`src/rtl/wave_capture_ctrl.sv`:
```
// Oscilloscope-style capture controller: on a rising zero crossing it writes 256
// samples into the back bank, then flips banks once the display goes idle.
module wave_capture_ctrl #(
  parameter int SAMPLE_W = 16,
  parameter int HOLDOFF  = 0
) (
  input  logic                clk,
  input  logic                reset,
  input  logic                new_sample_ready,
  input  logic [SAMPLE_W-1:0] new_sample_in,
  input  logic                wave_display_idle,
  output logic [8:0]          write_address,
  output logic                write_enable,
  output logic [7:0]          write_sample,
  output logic                read_index,
  output logic                buffer_flip,
  output logic                armed
);

  typedef enum logic [1:0] {S_HOLD, S_ARMED, S_ACTIVE, S_WAIT} state_t;

  localparam int HW = (HOLDOFF > 1) ? $clog2(HOLDOFF) : 1;
  localparam logic [HW-1:0] HOLD_LAST = HW'((HOLDOFF > 0) ? HOLDOFF - 1 : 0);

  state_t                     r_state;
  logic [7:0]                 r_count;
  logic [HW-1:0]              r_hold;
  logic signed [SAMPLE_W-1:0] r_prev;
  logic                       r_read_index;
  logic                       r_we;
  logic [8:0]                 r_addr;
  logic [7:0]                 r_data;
  logic                       r_flip;
  logic                       r_armed;

  logic       w_trigger;
  logic [7:0] w_conv;

  assign w_trigger = new_sample_ready && (r_prev < 0) && ($signed(new_sample_in) >= 0);
  // Offset binary: invert the sign bit and keep the top 8 bits.
  assign w_conv    = {~new_sample_in[SAMPLE_W-1], new_sample_in[SAMPLE_W-2 -: 7]};

  always_ff @(posedge clk) begin
    if (reset) begin
      r_state      <= S_ARMED;
      r_count      <= '0;
      r_hold       <= '0;
      r_prev       <= '0;
      r_read_index <= 1'b0;
      r_we         <= 1'b0;
      r_addr       <= '0;
      r_data       <= '0;
      r_flip       <= 1'b0;
      r_armed      <= 1'b1;
    end else begin
      r_we   <= 1'b0;
      r_flip <= 1'b0;
      if (new_sample_ready) r_prev <= new_sample_in;
      unique case (r_state)
        S_ARMED: begin
          if (w_trigger) begin
            r_we    <= 1'b1;
            r_addr  <= {~r_read_index, 8'h00};
            r_data  <= w_conv;
            r_count <= 8'd1;
            r_state <= S_ACTIVE;
            r_armed <= 1'b0;
          end
        end
        S_ACTIVE: begin
          if (new_sample_ready) begin
            r_we    <= 1'b1;
            r_addr  <= {~r_read_index, r_count};
            r_data  <= w_conv;
            r_count <= r_count + 8'd1;
            if (r_count == 8'hFF) r_state <= S_WAIT;
          end
        end
        S_WAIT: begin
          if (wave_display_idle) begin
            r_read_index <= ~r_read_index;
            r_flip       <= 1'b1;
            r_hold       <= '0;
            if (HOLDOFF > 0) begin
              r_state <= S_HOLD;
            end else begin
              r_state <= S_ARMED;
              r_armed <= 1'b1;
            end
          end
        end
        S_HOLD: begin
          if (new_sample_ready) begin
            if (r_hold == HOLD_LAST) begin
              r_hold  <= '0;
              r_state <= S_ARMED;
              r_armed <= 1'b1;
            end else begin
              r_hold <= r_hold + HW'(1);
            end
          end
        end
      endcase
    end
  end

  assign write_address = r_addr;
  assign write_enable  = r_we;
  assign write_sample  = r_data;
  assign read_index    = r_read_index;
  assign buffer_flip   = r_flip;
  assign armed         = r_armed;

endmodule

```
`config.mk`:
```
export PLATFORM = sky130hd
export DESIGN_NAME = wave_capture_ctrl
export DESIGN_NICKNAME = d
export VERILOG_FILES = /design/src/rtl/wave_capture_ctrl.sv
export SDC_FILE = /design/constraint.sdc
export NUM_CORES = 1
export LEC_CHECK = 0
export ABC_AREA = 1
export BUFFER_PORTS_ARGS = -buffer_cell sky130_fd_sc_hd__buf_4
export CORE_MARGIN = 8
export CORE_UTILIZATION = 46
export CTS_CLUSTER_DIAMETER = 30
export DETAILED_ROUTE_END_ITERATION = 10
export GPL_ROUTABILITY_DRIVEN = 0
export HOLD_SLACK_MARGIN = 0.1
export PLACE_DENSITY_LB_ADDON = 0.2
export REMOVE_ABC_BUFFERS = 1
export SYNTH_ARGS = -nofsm -noshare
export SYNTH_HDL_FRONTEND = slang
export SYNTH_SLANG_ARGS = --single-unit
```
`constraint.sdc`:
```
create_clock -name clk -period 1.7 [get_ports clk]
set_clock_uncertainty 0.1 [all_clocks]
set_input_delay 0.34 -clock clk [delete_from_list [all_inputs] [get_ports clk]]
set_output_delay 0.34 -clock clk [all_outputs]
set_load 0.05 [all_outputs]
```
==> Yosys cells after proc, flatten, opt, wreduce, memory -nomap -nowiden <==
Index checks and enable logic that the tools add are counted.
{ "totals": {"ff_bits": 48, "input_bits": 20, "output_inout_bits": 21} }
{ "op_classes": {"add_sub_neg": 2, "order_cmp": 2, "n_eq_ne": 10, "n_mux": 29, "bitwise": 3, "reduce_logical": 12} }
{ "ops": {"columns": ["op", "count"], "rows": [
  ["two-way mux 8 bit", 4],
  ["case mux 8 bit (2 select lines)", 2],
  ["two-way mux 9 bit", 2],
  ["case mux 9 bit (2 select lines)", 1],
  ["greater-or-equal comparator 16 x 1 -> 1 bit, second input constant", 1],
  ["less-than comparator 16 x 1 -> 1 bit, second input constant", 1],
  ["two-way mux 2 bit", 6],
  ["inequality test 2 bit, second input constant", 6],
  ["two-way mux 1 bit", 10],
  ["adder 8 x 1 -> 8 bit, second input constant", 1],
  ["equality test 8 bit, second input constant", 1],
  ["case mux 2 bit (4 select lines)", 1],
  ["AND reduction 3 bit", 2],
  ["AND reduction 6 bit", 1],
  ["AND reduction 5 bit", 1],
  ["equality test 2 bit, second input constant", 2],
  ["case mux 1 bit (2 select lines)", 2],
  ["nonzero test 2 bit", 2],
  ["inverter 1 bit", 3],
  ["case mux 1 bit (3 select lines)", 1],
  ["nonzero test 3 bit", 1],
  ["equality test 2 x 1 -> 1 bit, second input constant", 1],
  ["logical AND 1 bit", 2],
  ["zero test 2 bit", 1],
  ["other kinds (3)", 3]
]} }

==> Logic depth before layout (Yosys ltp) <==
Gate-level depths: netlist of run 1.
{ "logic_depth": {"word_depth": 5, "mapped_depth": 11, "mapped_depth_nobuf": 11} }

==> Worst setup path after synthesis of run 1 <==
Ideal clock, no wire load.
{ "synth_timing": {"kind": "flip-flop to flip-flop", "from": "register r_state[0]", "to": "register r_count[5]", "setup_time_ns": 0.117, "t_arrival_ns": 1.350, "slack_ns": 0.133, "path_stages_with_launch": 12, "period_less_slack_ns": 1.567, "cell_sequence": "dfxtp_1 inv_1 ha_1 inv_2 nor2_2 nor2_1 nand2_2 buf_6 nor2_8 nand2_1 nand2_1 a21oi_2"} }
{ "synth_between": {"elab_chain_len": 3, "word_cells_on_any_way": 7, "classes_between": "4 x eq/ne; 1 x mux; 2 x reduce/logical"} }
{ "synth_rtl": {"columns": ["item", "line_no", "rtl"], "rows": [
  ["start, declared", "25", "state_t r_state;"],
  ["start signal, assigned", "45", "r_state <= S_ARMED;"],
  ["start signal, assigned", "66", "r_state <= S_ACTIVE;"],
  ["start signal, assigned", "76", "if (r_count == 8'hFF) r_state <= S_WAIT;"],
  ["equality test 2 x 1 -> 1 bit / equality test 2 bit (equally long branches)", "59", "unique case (r_state)"],
  ["inequality test 2 bit (no line) / nonzero test 2 bit (equally long branches)", null, null],
  ["AND reduction 3 bit (no line)", null, null],
  ["end signal, assigned", "75", "r_count <= r_count + 8'd1;"],
  ["end, declared", "26", "logic [7:0] r_count;"]
]} }
Several ways; a longest one is shown, not always the timed one.
A chain may end at the register's enable or synchronous reset.

==> Final worst setup path of run 1 <==
{ "layout_timing": {"from": "input new_sample_in[15]", "to": "register r_count[5]"} }
{ "layout_between": {"elab_chain_len": 4} }
{ "layout_rtl": {"columns": ["item", "line_no", "rtl"], "rows": [
  ["start, declared", "10", "input logic [SAMPLE_W-1:0] new_sample_in,"],
  ["greater-or-equal comparator 16 x 1 -> 1 bit", "39", "assign w_trigger = new_sample_ready && (r_prev < 0) && ($signed(new_sample_in) >= 0);"],
  ["logical AND 1 bit", "39", null],
  ["inequality test 2 bit (no line)", null, null],
  ["AND reduction 3 bit (no line)", null, null]
]} }
Every way passes these cells.

==> results of run 1 <==
logic make-up (layout without fill, tap and decap cells):
logic type | Yosys count | in the layout | synth area share
adder cells (fa/ha/maj) | 6 | 6 | 0.0519
AND/OR/NAND/NOR | 93 | 93 | 0.282
AO/OA/AOI/OAI | 34 | 34 | 0.128
buffers and inverters | 27 | 66 | 0.0883
flip-flops | 32 | 32 | 0.443
XOR/XNOR | 1 | 1 | 0.00606
flip-flops by register name, indices dropped and copies added (netlist names):
register,flops
buffer_flip,1
read_index,1
write_address,9
r_count,8
write_enable,1
r_state,2
r_prev,1
armed,1
write_sample,8
layout by cell type, fill, tap and decap left out, drive strengths merged:
cell,instances
dfxtp,32
nand2,37
o21ai,16
clkbuf,8
xor2,1
nand3,14
buf,38
inv,18
a211oi,2
clkinv,1
nor3,2
nand4,1
nor2,37
o211ai,1
a21oi,15
dlygate4sd3,1
nand3b,1
ha,6
nor3b,1
worst register-to-register path, delay by kind of cell (launching register included):
family / cells / cell delay [ns]
flops: 1 / 0.38
fa+ha+maj: 1 / 0.18
simple gates: 6 / 0.54
buf+inv: 3 / 0.31
compound gates: 1 / 0.03
stage by stage:
stage	cell area (µm²)	cells	power, W
global placement	1750	265	0.00253
floorplan	1390	185	0.00199
detailed placement	1750	265	0.00257
global route	1870	276	0.00328
CTS	1820	274	0.00302
finish	1870	276	0.00307
worst max-delay path by stage:
| stage | startpoint | to | slack (ns) | cells after the start |
|---|---|---|---|---|
| after floorplan | r_state[0]$_SDFFE_PP1P_ | r_count[6]$_SDFFE_PP0P_ | -0.24 | 9 |
| after CTS | new_sample_in[15] | r_count[7]$_SDFFE_PP0P_ | 0.03 | 11 |
| final | new_sample_in[15] | r_count[5]$_SDFFE_PP0P_ | 0.03 | 11 |
| after global routing | new_sample_in[15] | r_count[7]$_SDFFE_PP0P_ | -0.004 | 11 |
| after detailed placement | r_state[0]$_SDFFE_PP1P_ | r_count[7]$_SDFFE_PP0P_ | -0.009 | 11 |
| after global placement | r_state[0]$_SDFFE_PP1P_ | r_count[5]$_SDFFE_PP0P_ | 0.05 | 11 |
final cells by class:
class	instances	share of cell area
inverter	19	0.0409
clock buffer	8	0.0315
sequential	32	0.345
tap	44	0.0295
timing repair buffer	39	0.178
multi-input combinational	134	0.375
repair_timing:
item / in CTS / in global routing
buffers inserted: 0 / 2
gates cloned: 0 / 0
resized for setup: 1 / 10
hold buffers: 1 / 0
endpoints found under the setup margin: 5 / 12
pin swaps: 0 / 2
endpoints found under the hold margin: 1 / 0
per-layer routing:
metal  wire length [µm]  vias to the layer above  GRT usage
li1                   -                      699          -
met3                161                        7     0.0523
met1               1290                      594      0.134
met2               1640                       23      0.225
met5                  0                        -          0
met4                 59                        0     0.0703
power by group through the flow:
stage	Sequential, W	Combinational, W	Clock [W]
2_1_floorplan	0.00149	0.000505	0
3_3_place_gp	0.00102	0.00151	0
3_5_place_dp	0.00103	0.00154	0
4_1_cts	0.00102	0.00154	0.000461
5_1_grt	0.00105	0.00174	0.000488
6_report	0.00102	0.00161	0.000440
==> metrics.yaml, run 1 <==
area_growth_pct: 29.1
fmax_ghz: 0.599
netlist_top_cells_area: "dfxtp_1 (44%), nand2_1 (9.1%), nor2_1 (9.1%)"
portBuffers: 32
setup_viol: 0
r2r_slack_ns: 0.07
overflow: 0
async_reset_ff_frac: 0
endpoint_kind: "register"
grt_usage: 0.131
p_per_area_mw_per_mm2: 1640
num_rows: 20
start_util: 0.477
htreeDepth: 2
ir_drop_v: 0.00106
synth_flop_cell: "dfxtp_1"
maxSlewViolCount: 0
antenna_found_initial: 0
hold_viol: 0
cp_slowest_cell: "dlygate4sd3_1"
cts_root_buffer: "clkbuf_4"
postLayoutCoreUtil: 0.616
min-delay-start: "new_sample_in[14]"
synth_edf_count: 0
crit_path_frequent_cell: "nand2_1"
slowest_delay_ns: 0.54
critPathKind: "in -> reg"
multi_input_area_um2: 699
synth_area_leader_cell: "dfxtp_1"
vias: 1323
ys_seq_area_frac: 0.443
p_seq_frac: 0.333
die_area_mm2: 0.00519
drcViolationCount: 0
r2r-start: "r_state[0]$_SDFFE_PP1P_"
synth_area_mm2: 0.00145
ys_seq_elements: 32
ys_types: 27
r2r_cells: 11
firstDrtPassIters: 4
cts_buffers: 5
max_cap_violations: 0
grt_max_degree: 21
min_period_ns: 1.67
die_w_um: 72.1
cts_buffer_depth: 2
relSlewSlack: 0.756
hold_path_class: "in -> reg"
holdPathStages: 3
combPwrFrac: 0.523
dpl.hpwl_um: 2330
worst_slew_pin_slew_ns: 0.365
drt_iter0_markers: 75
arrival_ns: 1.79
crit_chain: "dlygate4sd3_1, buf_4, inv_2, nand3_1, nand2_2, nand2_4, buf_12, nor2_8, nand2_1, nand2_1, a21oi_2"
coreArea_mm2: 0.00303
p_leak_nw: 0.809
pwr-share-clk: 0.143
synth_area_per_cell_um2: 7.49
nFillCells: 269
cp_num_buf_inv: 4
critPathLaunchType: "primary input"
hold_ws_ns: 0.162
outcome: "completed"
worstPathRequired_ns: 1.82
cellInternalPower_w: 0.00169
ant_nets: 0
wirelength_um: 3150
rr_endpoint: "r_count[5]$_SDFFE_PP0P_"
holdPathEnd: "write_sample[6]$_SDFFE_PP0P_"
wire_per_inst_um: 11.4
clock_sinks: 32
setup_ws_ns: 0.0309
dieHeight_um: 72.1
cts_tree: "built"
synth_cells: 193
grt_pass1_wl_um: 5460
crit_family: "buffers and inverters"
dp_slack_ns: -0.00880
clkLatencyLatePin_ns: 0.32
ios: 41
regArea_um2: 643
synthTopCellsByCount: "nand2_1 (35), nor2_1 (35), dfxtp_1 (32)"
yosys_warnings: 0
yosysTopAreaCellShare: 0.443
tns_ns: 0
final_layout_size_suffix_gt1_frac: 0.254
avgViaCountPerCell: 4.79
switching_share: 0.448
path_max_fanout: 20
final_nets: 257
switching_power_w: 0.00138
fin_crit_sh: 0.982
n_antenna_cell: 0
grt_pass1_vias: 1294
path_clk_slew_ns: 0.09
Note: power is estimated with default switching activity, not from simulation.
==> inputs of run 2 (changes only) <==
--- a/config.mk
+++ b/config.mk
@@ -5,10 +5,9 @@
 export SDC_FILE = /design/constraint.sdc
 export NUM_CORES = 1
 export LEC_CHECK = 0
-export ABC_AREA = 1
 export BUFFER_PORTS_ARGS = -buffer_cell sky130_fd_sc_hd__buf_4
 export CORE_MARGIN = 8
-export CORE_UTILIZATION = 46
+export CORE_UTILIZATION = 45
 export CTS_CLUSTER_DIAMETER = 30
 export DETAILED_ROUTE_END_ITERATION = 10
 export GPL_ROUTABILITY_DRIVEN = 0
==> run 2 against run 1 <==
  * Area after synthesis down 2.0%
  * Worst hold slack worse by 0.012 ns
  * Critical path type is now reg -> reg
  * Largest power group is now sequential cells
  * Highest routed layer unchanged
  * Non-clock buffer count up 9
==> metrics.yaml, run 2 <==
ir_drop_v: 0.000689  # was 0.00106 V
ios: 41  # unchanged
grt_pass1_vias: 1235  # was 1,294
synth_cells: 158  # was 193
n_antenna_cell: 0  # unchanged
async_reset_ff_frac: 0  # unchanged
dp_slack_ns: -0.0785  # was -0.00880 ns
die_area_mm2: 0.00520  # was 0.00519 mm²
ys_types: 35  # was 27
yosysTopAreaCellShare: 0.452  # was 0.443
hold_path_class: "in -> reg"  # unchanged
wire_per_inst_um: 12.9  # was 11.4 µm
num_rows: 20  # unchanged
antenna_found_initial: 0  # unchanged
pwr-share-clk: 0.282  # was 0.143
dieHeight_um: 72.1  # about the same
p_leak_nw: 0.769  # was 0.809 nW
clkLatencyLatePin_ns: 0.33  # was 0.32 ns
ys_seq_elements: 32  # unchanged
critPathLaunchType: "register"  # was primary input
synth_edf_count: 0  # unchanged
avgViaCountPerCell: 5.03  # was 4.79
most-common-layout-cells: "buf_4 (39), dfxtp_1 (30), nand2_1 (26)"  # was nand2_1 (35), buf_4 (35), nor2_1 (34)
path_clk_slew_ns: 0.09  # about the same
cts_buffer_depth: 2  # unchanged
fin_crit_sh: 0.992  # was 0.982
setup_viol: 0  # unchanged
p_per_area_mw_per_mm2: 1020  # was 1640 mW/mm²
tns_ns: 0  # unchanged
stdcell_count: 248  # was 276
drcViolationCount: 0  # unchanged
min_period_ns: 1.69  # was 1.67 ns
grt_usage: 0.131  # about the same
hold_viol: 0  # unchanged
firstDrtPassIters: 4  # unchanged
netlist_top_cells_area: "dfxtp_1 (45%), nand2_1 (6.9%), a21oi_1 (6.7%)"  # was dfxtp_1 (44%), nand2_1 (9.1%), nor2_1 (9.1%)
vias: 1248  # was 1,323
arrival_ns: 1.84  # was 1.79 ns
final_nets: 229  # was 257
p_seq_frac: 0.425  # was 0.333
drt_iter0_markers: 56  # was 75
area_growth_pct: 36.9  # was 29.1%
clock_sinks: 32  # unchanged
largest_reg_flops: 9  # unchanged
synth_area_leader_cell: "dfxtp_1"  # unchanged
grt_max_degree: 34  # was 21
final_common_cell: "buf_4"
wirelength_um: 3190  # was 3150 µm
synth_area_per_cell_um2: 8.96  # was 7.49 µm²
synth_area_mm2: 0.00142  # was 0.00145 mm²
die_w_um: 72.1  # about the same
maxSlewViolCount: 0  # unchanged
synth_most_common_cell: "dfxtp_1"
switching_power_w: 0.000593  # was 0.00138 W
path_max_fanout: 4  # was 20
placed_cells: 237  # was 265
yosys_warnings: 0  # unchanged
synth_flop_cell: "dfxtp_1"  # unchanged
grt_pass1_wl_um: 5460  # unchanged
cts_buffers: 5  # unchanged
combPwrFrac: 0.294  # was 0.523
portBuffers: 32  # unchanged
switching_share: 0.299  # was 0.448
worst_slew_pin_slew_ns: 0.381  # was 0.365 ns
synthTopCellsByCount: "dfxtp_1 (32), nand2_1 (26), a21oi_1 (19)"  # was nand2_1 (35), nor2_1 (35), dfxtp_1 (32)
cellInternalPower_w: 0.00139  # was 0.00169 W
final_layout_size_suffix_gt1_frac: 0.348  # was 0.254
relSlewSlack: 0.746  # was 0.756
cts_tree: "built"  # unchanged
setup_ws_ns: 0.0143  # was 0.0309 ns
postLayoutCoreUtil: 0.640  # was 0.616
grt_setup_unrepaired: "yes"
coreArea_mm2: 0.00303  # unchanged
dpl.hpwl_um: 2300  # was 2330 µm
cts_root_buffer: "clkbuf_4"  # unchanged
start_util: 0.468  # was 0.477
outcome: "completed"  # unchanged
overflow: 0  # unchanged
htreeDepth: 2  # unchanged
max_cap_violations: 0  # unchanged
endpoint_kind: "register"  # unchanged
critPathKind: "reg -> reg"  # was in -> reg
ant_nets: 0  # unchanged
fmax_ghz: 0.593  # was 0.599 GHz
ys_seq_area_frac: 0.452  # was 0.443
r2r_slack_ns: 0.01  # was 0.07 ns
worstPathRequired_ns: 1.85  # was 1.82 ns
run 2: cell types whose count changed after synthesis, sizes merged, moves of 2 or more:
| cell | previous run | this run |
|---|---|---|
| nor2b | 0 | 2 |
| inv | 19 | 4 |
| o21ai | 16 | 3 |
| mux2i | 0 | 3 |
| nor2 | 37 | 8 |
| a21oi | 15 | 19 |
| o2111ai | 0 | 4 |
| xor2 | 1 | 6 |
| and2 | 0 | 2 |
| nand2 | 37 | 26 |
| nand3 | 14 | 9 |
| buf | 5 | 7 |
| nor3 | 2 | 6 |
| nand2b | 0 | 3 |
run 2: path summary, 6_finish.rpt:
check                                start                             to  cells past startpoint
min                      new_sample_in[13]   write_sample[5]$_SDFFE_PP0P_                      3
max reg2reg        r_state[0]$_SDFFE_PP1P_        r_count[6]$_SDFFE_PP0P_                      7
min reg2reg  write_address[1]$_SDFFE_PP0P_  write_address[1]$_SDFFE_PP0P_                      2
max                r_state[0]$_SDFFE_PP1P_        r_count[6]$_SDFFE_PP0P_                      7
run 2: stage by stage:
stage               power [W]  area [µm²]  hold slack (ns)
CTS                   0.00194        1870            0.140
detailed placement    0.00132        1750            0.345
finish                0.00198        1940            0.151
global route          0.00210        1940            0.131
floorplan             0.00112        1350            0.305
global placement      0.00131        1750            0.341
run 2: what timing repair did:
action	4_1_cts	5_1_grt
endpoints found under the hold margin	1	0
endpoints found under the setup margin	17	28
pin swaps	3	9
gates resized for setup	7	18
buffers inserted	1	1
cloned	0	0
hold buffers	1	0
run 2: metal layers:
layer	track usage	wire, µm	vias up
met2	0.226	1650	25
met1	0.137	1310	576
met3	0.0510	176	9
met5	0	0	-
met4	0.0590	58	0
li1	-	-	638
run 2: critical path: stages (launching register included):
cell and delay, ns:
dfxtp_4 0.37, buf_6 0.11, ha_4 0.16, nor2b_2 0.11, buf_6 0.12, o21ai_4 0.07, or3_1 0.36, a211oi_2 0.21
run 2: logic make-up (layout without fill, tap and decap cells):
group	Yosys count	after routing	share of synthesized area
buffers and inverters	14	60	0.0592
AOI/OAI and AO/OA	34	34	0.166
DFF	32	32	0.452
adders and majority gates	6	6	0.0530
and+or+nand+nor	63	63	0.211
muxes	3	3	0.0212
xor gates and xnor gates	6	6	0.0371
run 2: final cells by class:
class                      instances  area, µm²
fill                             272       1090
multi-input combinational        112        741
sequential                        32        648
timing repair buffer              48        402
tap                               44       55.1
clock buffer                       6       41.3
clock inverter                     2       35.0
inverter                           4       17.5
run 2: power by group through the flow:
stage / registers [W] / logic (W) / clock network, W
floorplan: 0.000915 / 0.000210 / 0
global placement: 0.000837 / 0.000474 / 0
detailed placement: 0.000840 / 0.000485 / 0
CTS: 0.000832 / 0.000529 / 0.000580
global route: 0.000847 / 0.000637 / 0.000613
finish: 0.000842 / 0.000583 / 0.000559
==> inputs of run 3 (changes only) <==
--- a/config.mk
+++ b/config.mk
@@ -5,14 +5,16 @@
 export SDC_FILE = /design/constraint.sdc
 export NUM_CORES = 1
 export LEC_CHECK = 0
+export ABC_AREA = 1
 export BUFFER_PORTS_ARGS = -buffer_cell sky130_fd_sc_hd__buf_4
 export CORE_MARGIN = 8
-export CORE_UTILIZATION = 45
+export CORE_UTILIZATION = 46
 export CTS_CLUSTER_DIAMETER = 30
 export DETAILED_ROUTE_END_ITERATION = 10
 export GPL_ROUTABILITY_DRIVEN = 0
 export HOLD_SLACK_MARGIN = 0.1
 export PLACE_DENSITY_LB_ADDON = 0.2
+export RECOVER_POWER = 100
 export REMOVE_ABC_BUFFERS = 1
 export SYNTH_ARGS = -nofsm -noshare
 export SYNTH_HDL_FRONTEND = slang
==> run 3 against run 2 <==
  * Combinational power grew to 2.6 times the previous value
  * Cell count rose by 11%
  * Setup slack improved by 0.033 ns
  * Utilization fell by 4.3 points
  * Non-clock buffer count decreased by 9
  * Register-to-register slack improved by 0.06 ns
  * Clock power down 21%
  * Cell area down 6.7%
  * Sequential share of layout area grew 2.1 points
  * Critical path type is now in -> reg
==> metrics.yaml, run 3 (synthesis results as in run 1) <==
outcome: "completed"  # unchanged
worst_slew_pin_slew_ns: 0.365  # was 0.381 ns
overflow: 0  # unchanged
n_antenna_cell: 0  # unchanged
stdcell_count: 276  # was 248
num_rows: 20  # unchanged
final_nets: 257  # was 229
grt_pass1_vias: 1294  # was 1,235
total_power_w: 0.00298  # was 0.00198 W
ant_nets: 0  # unchanged
r2r_slack_ns: 0.07  # was 0.01 ns
portBuffers: 32  # unchanged
cts_buffers: 5  # unchanged
placed_cells: 265  # was 237
slowest_delay_ns: 0.54  # was 0.37 ns
nFillCells: 283  # was 272
grt_pass1_wl_um: 5460  # unchanged
setup_viol: 0  # unchanged
dp_slack_ns: -0.00880  # was -0.0785 ns
avgViaCountPerCell: 4.81  # was 5.03
met1_usage: 0.134  # was 0.137
cts_root_buffer: "clkbuf_4"  # unchanged
crit_path_frequent_cell: "nand2_1"  # was buf_6
start_util: 0.477  # was 0.468
max_cap_violations: 0  # unchanged
worstPathRequired_ns: 1.82  # was 1.85 ns
most-common-layout-cells: "nand2_1 (35), nor2_1 (34), dfxtp_1 (30)"  # was buf_4 (39), dfxtp_1 (30), nand2_1 (26)
grt_max_degree: 21  # was 34
hold_path_class: "in -> reg"  # unchanged
cp_num_buf_inv: 4  # was 2
endpoint_kind: "register"  # unchanged
dpl.hpwl_um: 2330  # was 2300 µm
cts_tree: "built"  # unchanged
ir_drop_v: 0.000993  # was 0.000689 V
vias: 1328  # was 1,248
htreeDepth: 2  # unchanged
postLayoutCoreUtil: 0.598  # was 0.640
p_per_area_mw_per_mm2: 1650  # was 1020 mW/mm²
drcViolationCount: 0  # unchanged
fmax_ghz: 0.605  # was 0.593 GHz
use_met3: 0.0523  # was 0.0510
final_layout_size_suffix_gt1_frac: 0.250  # was 0.348
relSlewSlack: 0.757  # was 0.746
ios: 41  # unchanged
crit_family: "buffers and inverters"  # was simple AND/OR/NAND/NOR gates
critPathKind: "in -> reg"  # was reg -> reg
final_common_cell: "nand2_1"  # was buf_4
antenna_found_initial: 0  # unchanged
wirelength_um: 3130  # was 3190 µm
tns_ns: 0  # unchanged
wire_per_inst_um: 11.3  # was 12.9 µm
coreArea_mm2: 0.00303  # unchanged
cp_slowest_cell: "dlygate4sd3_1"  # was dfxtp_4
critPathLaunchType: "primary input"  # was register
clkLatencyLatePin_ns: 0.32  # was 0.33 ns
maxSlewViolCount: 0  # unchanged
die_w_um: 72.1  # about the same
crit_chain: "dlygate4sd3_1, clkbuf_1, inv_2, nand3_1, nand2_2, nand2_4, buf_12, nor2_8, nand2_1, nand2_1, a21oi_2"  # was buf_6, ha_4, nor2b_2, buf_6, o21ai_4, or3_1, a211oi_2
firstDrtPassIters: 4  # unchanged
path_clk_slew_ns: 0.09  # about the same
min_period_ns: 1.65  # was 1.69 ns
fin_crit_sh: 0.972  # was 0.992
arrival_ns: 1.77  # was 1.84 ns
die_area_mm2: 0.00519  # was 0.00520 mm²
dieHeight_um: 72.1  # about the same
grt_usage: 0.131  # about the same
drt_iter0_markers: 63  # was 56
clock_sinks: 32  # unchanged
setup_ws_ns: 0.0472  # was 0.0143 ns
cts_buffer_depth: 2  # unchanged
hold_viol: 0  # unchanged
largest_reg_flops: 9  # unchanged
use_met2: 0.225  # was 0.226
p_leak_nw: 0.789  # was 0.769 nW
area_growth_pct: 25.2  # was 36.9%
gr-max-usage-layer: "met2"  # unchanged
path_max_fanout: 20  # was 4
## run 3: changes by cell type in the layout (fill, tap and decap cells not counted), moves of 7 or more
cell | previous run | this run
buf_6 | 7 | 0
nor2_1 | 7 | 34
o21ai_0 | 1 | 13
buf_4 | 39 | 13
inv_1 | 2 | 16
clkbuf_2 | 0 | 21
nand2_1 | 26 | 35
## run 3: worst min-delay path: cells and delay by family
kind | cells | cell delay, ns
buf+inv | 1 | 0.07
compound gates | 1 | 0.07
simple gates | 1 | 0.07
## run 3: final timing paths
kind,to,depth (start not counted),from
min,write_sample[6]$_SDFFE_PP0P_,3,new_sample_in[14]
max,r_count[5]$_SDFFE_PP0P_,11,new_sample_in[15]
max reg2reg,r_count[5]$_SDFFE_PP0P_,11,r_state[0]$_SDFFE_PP1P_
min reg2reg,write_address[5]$_SDFFE_PP0P_,2,write_address[5]$_SDFFE_PP0P_
## run 3: layout make-up
type	count	area, µm²	area share
multi-input cells	134	699	0.387
repair buffers	39	277	0.153
inverters	19	76.3	0.0422
well taps	44	55.1	0.0304
clock buffers	8	58.8	0.0325
flip-flops and latches	32	643	0.355
## run 3: repair_timing
| action | 4_1_cts | 5_1_grt |
|---|---|---|
| pin swaps | 0 | 2 |
| endpoints found under the hold margin | 1 | 0 |
| setup buffers | 0 | 2 |
| setup endpoints to repair | 5 | 12 |
| hold buffers | 1 | 0 |
| cloned | 0 | 0 |
| gates resized for setup | 1 | 10 |
## run 3: power by group
part | internal, W | leakage [nW] | switching [W]
Sequential | 0.000919 | 0.261 | 0.000103
Clock | 0.000204 | 0.0326 | 0.000235
Combinational | 0.000489 | 0.496 | 0.00103
## run 3: metrics by stage
step	hold slack [ns]	instance area (µm²)
floorplan	0.309	1390
global placement	0.352	1750
detailed placement	0.354	1750
CTS	0.147	1820
global route	0.154	1810
finish	0.163	1810
## run 3: metal layers
metal  part of all wire  vias to the layer above
li1                   -                      700
met1               0.42                      599
met2               0.52                       22
met3              0.048                        7
met4              0.019                        0
met5                  0                        -
